<file path="src/rtl/pc_sequencer.sv">
// Program counter and fetch sequencer: sequential advance, branch/jump redirect
// with post-redirect bubbles, hazard stalls and halt.
module pc_sequencer #(
  parameter int unsigned             WIDTH            = 32,
  parameter logic [WIDTH-1:0]        RESET_PC         = '0,
  parameter int unsigned             REDIRECT_BUBBLES = 1
) (
  input  logic             clk_i,
  input  logic             rst_ni,
  input  logic             stall_i,
  input  logic             branch_taken_i,
  input  logic [WIDTH-1:0] branch_pc_i,
  input  logic [WIDTH-1:0] branch_imm_i,
  input  logic             jump_i,
  input  logic [WIDTH-1:0] jump_target_i,
  input  logic             halt_i,
  output logic [WIDTH-1:0] pc_o,
  output logic             fetch_valid_o,
  output logic             flush_o,
  output logic             halted_o,
  output logic [15:0]      redirect_count_o
);

  localparam int unsigned BubW = 3;
  localparam int unsigned CntW = 16;

  typedef enum logic [1:0] {
    S_IDLE,
    S_RUN,
    S_BUBBLE,
    S_HALTED
  } state_e;

  state_e            state_q, state_d;
  logic [WIDTH-1:0]  pc_q, pc_d;
  logic              fetch_valid_q, fetch_valid_d;
  logic              halted_q, halted_d;
  logic [CntW-1:0]   count_q, count_d;
  logic [BubW-1:0]   bubble_q, bubble_d;
  logic [WIDTH-1:0]  target_c;
  logic              redirect_c;

  // Jump wins over a simultaneous branch; offsets are in words, carry dropped.
  assign target_c   = jump_i ? jump_target_i : (branch_pc_i + WIDTH'(1) + branch_imm_i);
  assign redirect_c = jump_i | branch_taken_i;

  always_ff @(posedge clk_i or negedge rst_ni) begin
    if (!rst_ni) begin
      state_q       <= S_IDLE;
      pc_q          <= RESET_PC;
      fetch_valid_q <= 1'b0;
      halted_q      <= 1'b0;
      count_q       <= '0;
      bubble_q      <= '0;
    end else begin
      state_q       <= state_d;
      pc_q          <= pc_d;
      fetch_valid_q <= fetch_valid_d;
      halted_q      <= halted_d;
      count_q       <= count_d;
      bubble_q      <= bubble_d;
    end
  end

  always_comb begin
    state_d       = state_q;
    pc_d          = pc_q;
    fetch_valid_d = fetch_valid_q;
    halted_d      = halted_q;
    count_d       = count_q;
    bubble_d      = bubble_q;
    flush_o       = 1'b0;

    unique case (state_q)
      S_IDLE: begin
        state_d       = S_RUN;
        fetch_valid_d = 1'b1;
      end
      S_RUN, S_BUBBLE: begin
        if (halt_i) begin
          state_d       = S_HALTED;
          fetch_valid_d = 1'b0;
          halted_d      = 1'b1;
        end else if (redirect_c) begin
          flush_o = 1'b1;
          pc_d    = target_c;
          count_d = (count_q == {CntW{1'b1}}) ? count_q : count_q + CntW'(1);
          if (REDIRECT_BUBBLES == 0) begin
            state_d       = S_RUN;
            fetch_valid_d = 1'b1;
          end else begin
            state_d       = S_BUBBLE;
            fetch_valid_d = 1'b0;
            bubble_d      = BubW'(REDIRECT_BUBBLES);
          end
        end else if (state_q == S_BUBBLE) begin
          // Bubble countdown ignores stall; last bubble cycle releases fetch.
          bubble_d = bubble_q - BubW'(1);
          if (bubble_q <= BubW'(1)) begin
            state_d       = S_RUN;
            fetch_valid_d = 1'b1;
            bubble_d      = '0;
          end
        end else if (!stall_i) begin
          pc_d = pc_q + WIDTH'(1);
        end
      end
      S_HALTED: begin
        fetch_valid_d = 1'b0;
      end
      default: begin
        state_d = S_IDLE;
      end
    endcase
  end

  assign pc_o             = pc_q;
  assign fetch_valid_o    = fetch_valid_q;
  assign halted_o         = halted_q;
  assign redirect_count_o = count_q;

endmodule

</file>
<file path="config.mk">
export PLATFORM = sky130hd
export DESIGN_NAME = pc_sequencer
export DESIGN_NICKNAME = d
export VERILOG_FILES = /design/src/rtl/pc_sequencer.sv
export SDC_FILE = /design/constraint.sdc
export NUM_CORES = 1
export LEC_CHECK = 0
export ABC_AREA = 1
export CORE_MARGIN = 1.5
export CORE_UTILIZATION = 52
export CTS_CLUSTER_DIAMETER = 40
export DETAILED_ROUTE_END_ITERATION = 10
export HOLD_SLACK_MARGIN = 0.1
export PLACE_DENSITY_LB_ADDON = 0.25
export SYNTH_ARGS = -nofsm -noshare
export SYNTH_HDL_FRONTEND = slang
export SYNTH_SLANG_ARGS = --single-unit
</file>
<file path="constraint.sdc">
create_clock -name clk_i -period 2.9 [get_ports clk_i]
set_input_delay 0.435 -clock clk_i [delete_from_list [all_inputs] [get_ports clk_i]]
set_output_delay 0.435 -clock clk_i [all_outputs]
set_load 0.01 [all_outputs]
</file>
==> results of run 1 <==
where the power goes:
part           internal [mW]  switching [mW]
logic                   1.28            1.62
clock network          0.496           0.282
registers               1.06           0.442
total                   2.84            2.34
worst min path at each step:
stage / start / to / depth (start not counted)
detailed placement: rst_ni / bubble_q[1] / 1
global route: halted_o / halted_o / 1
CTS: halted_o / halted_o / 1
floorplan: rst_ni / bubble_q[0] / 0
global placement: rst_ni / bubble_q[1] / 1
finish: halted_o / halted_o / 1
metrics by stage:
stage          std cells  power [mW]  util [%]  cell area (um^2)
4_1_cts             1350        5.18      68.6              8170
5_1_grt             1350        5.61      68.6              8170
2_1_floorplan       1057        3.21         -              6320
6_report            1350        5.18      68.6              8170
3_5_place_dp        1341        4.37      66.9              7970
3_3_place_gp        1341        4.31      66.9              7970
cell usage in the layout (no fill, tap or decap), drive strengths merged, types with 14 or more instances in the layout:
master | Yosys | final
o21ai | 35 | 35
inv | 163 | 163
ha | 38 | 38
xnor2 | 14 | 14
a21oi | 77 | 77
xor2 | 27 | 27
clkdlybuf4s50 | 0 | 151
nor2 | 168 | 168
nor3 | 18 | 18
nand2 | 343 | 343
nand3 | 50 | 50
dfrtp | 55 | 55
cell families after synthesis:
logic type      Yosys count
mux                       3
flops                    55
buf+inv                 184
compound gates          132
xor+xnor                 41
simple gates            603
fa+ha+maj                39
routing by layer:
layer	vias up	global-route usage [%]
met1	3119	37.4
li1	3597	-
met2	252	49.9
met4	0	11.2
met3	52	2.89
met5	-	0
cell type report:
class / count / area (um^2)
Fill cell: 1112 / 3740
Tap cell: 147 / 184
Timing Repair Buffer: 159 / 1580
Clock buffer: 6 / 129
Multi-Input combinational cell: 818 / 4230
Inverter: 163 / 612
Sequential cell: 55 / 1380
Clock inverter: 2 / 60.1
state kept, by name, indices dropped and copies added (netlist names):
name,count
pc_o,32
fetch_valid_o,1
state_q,2
bubble_q,3
halted_o,1
redirect_count_o,16
==> results.yml, run 1 <==
run_status:
  outcome: "finished, final reports clean"
clocking:
  cts_buffers: 5
  ctsHtreeMaxLevel: 2
  cts_tree: "done"
  clk_pin_slew_worst_paths_ns: 0.07
  clock-root-buffer: "sky130_fd_sc_hd__clkbuf_16"
  clock_sink_count: 55
  post-cts-setup-buffers: 0
  postCtsResizedCells: 0
  clkLatencyLatePin_ns: 0.30
  total_of_hold_buffers_inserted_after_clock_tree_synthesis: 1
  max-clock-path-buffers: 2
timing:
  finalWorstPathRequiredPeriod_ns: 2.47
  drv_slew: 0
  timing_worst_slew_pin_value_ns: 0.551
  number_of_setup_violations_in_the_final_report: 0
  slew-limit-headroom_pct: 63.3
  maxClockFrequency_mhz: 405
  grt_setup_unrepaired: "false"
  finClkSkew_ns: 0.00350
  setup_tns_final_ns: 0
  post-route-worst-setup-slack_ns: 0.429
  report.final.hold_viol_count: 0
  timing.final.crit_share_pct: 85.2
  timing.hold.ws_ns: 0.482
synthesis:
  postSynthNetCount: 1198
  yosysMostFrequentCell: "sky130_fd_sc_hd__nand2_1"
  postSynthCellCount: 1057
  synth_area_per_cell_um2: 5.98
  synthDominantCellAreaShare_pct: 21.8
  share_of_the_yosys_chip_area_belonging_to_registers_pct: 21.8
  synth_compound_gate_area_share_pct: 11.5
  number_of_enable_flip_flop_cells_after_synthesis: 0
  top_cells_by_area_in_the_synthesized_netlist: "sky130_fd_sc_hd__dfrtp_1, sky130_fd_sc_hd__nand2_1, sky130_fd_sc_hd__inv_1"
  post-synth-top-area-cell: "sky130_fd_sc_hd__dfrtp_1"
  postSynthRegisterBits: 55
  synthArstFlopShare_pct: 100
  proportion_of_synthesized_area_in_mux_cells_pct: 0.535
  yosys_warnings: 0
  post_synth_and_or_nand_nor_area_fraction_pct: 41.3
  largest_family_of_logic_cells_by_synthesized_area: "simple AND/OR/NAND/NOR gates"
  post_synth_fa_ha_maj_area_fraction_pct: 7.84
  post_synth_top_flop: "sky130_fd_sc_hd__dfrtp_1"
  syn_area_um2: 6320
  ys_types: 43
  netlist_top_cells_count: "sky130_fd_sc_hd__nand2_1, sky130_fd_sc_hd__inv_1, sky130_fd_sc_hd__nor2_1, sky130_fd_sc_hd__a21oi_1, sky130_fd_sc_hd__dfrtp_1"
  post_synth_xor_area_fraction_pct: 5.68
min_path:
  class_of_the_most_critical_hold_timing_path: "register to register"
drt:
  remaining_drc_errors: 0
  routed_wl_mm: 17.9
  post_drt_via_cell_ratio: 5.20
  drt-pass1-iter-count: 5
  met3_wirelength_mm: 1.06
  wire_per_inst_um: 13.3
  vias_after_detailed_routing: 7020
  dr.first_iter.drc_count: 397
  final_antenna_net_count: 0
  met2WireLength_mm: 8.46
  route.layer.met1.wl_mm: 7.78
  top_layer_used: "met4"
grt:
  wire_length_of_the_first_global_routing_pass_mm: 30.4
  first_global_vias: 6673
  overflow: 0
  gr-usage-all-layers_pct: 28.9
  grt_antenna_before_repair: 0
  largest_net_degree_at_the_start_of_global_routing: 55
pwr:
  irDropWorstVdd_mv: 0.335
  cellPowerDensity_nw_per_um2: 634
  power_leakage_nw: 4.15
critical_path:
  cp.buffers_inverters: 3
  timing_worst_setup_path_type: "register to primary output"
  timing.critical_path.required_ns: 2.47
  worst-path-max-fanout: 4
  worstSetupPathDepth: 6
  rr_endpoint: "pc_o[23]"
  worst_r2r_path_depth: 8
  crit_start: "state_q[0]"
  reg2reg_setup_slack_ns: 0.55
  slowest_cell_on_crit_path: "sky130_fd_sc_hd__clkdlybuf4s50_1"
  crit_path_max_incr_delay_ns: 0.57
  worstSetupStartpointType: "register"
  critPathArrivalTime_ns: 2.04
  critical-path-top-delay-family: "buffers and inverters"
  timing.critical_path.cells: "inv_1, ha_1, nor2_2, inv_2, nor2_4, clkdlybuf4s50_1"
  endpoint_type_of_the_worst_setup_path: "primary output"
  critPathCapture: "flush_o"
  worst_r2r_startpoint: "state_q[0]"
placed_design:
  post-place-ws_ns: 0.284
  globalplace.congestion: 0.886
  dp.final_hpwl_mm: 14.6
  port_buffers: 152
floorplanning:
  die-height_um: 113
  boundaryPins: 153
  die_x_extent_um: 113
  core_area_um2: 11900
  initial_core_util_pct: 53.1
  die-area_um2: 12800
  rows: 40
final_layout:
  fin_nets: 1343
  drive_gt1_share_pct: 6.07
  antenna_cells: 0
  layout-area-overhead-vs-synth_pct: 29.3
flow_run:
  cap_viol_max_count: 0
(Power assumes the default switching activity.)
==> run 2, diff against run 1 <==
Settings changed: CTS_CLUSTER_DIAMETER 40 to 60, SLEW_MARGIN from default to 20.
==> results of run 2 <==
Final layout, timing and power as in run 1 (identical DEF).
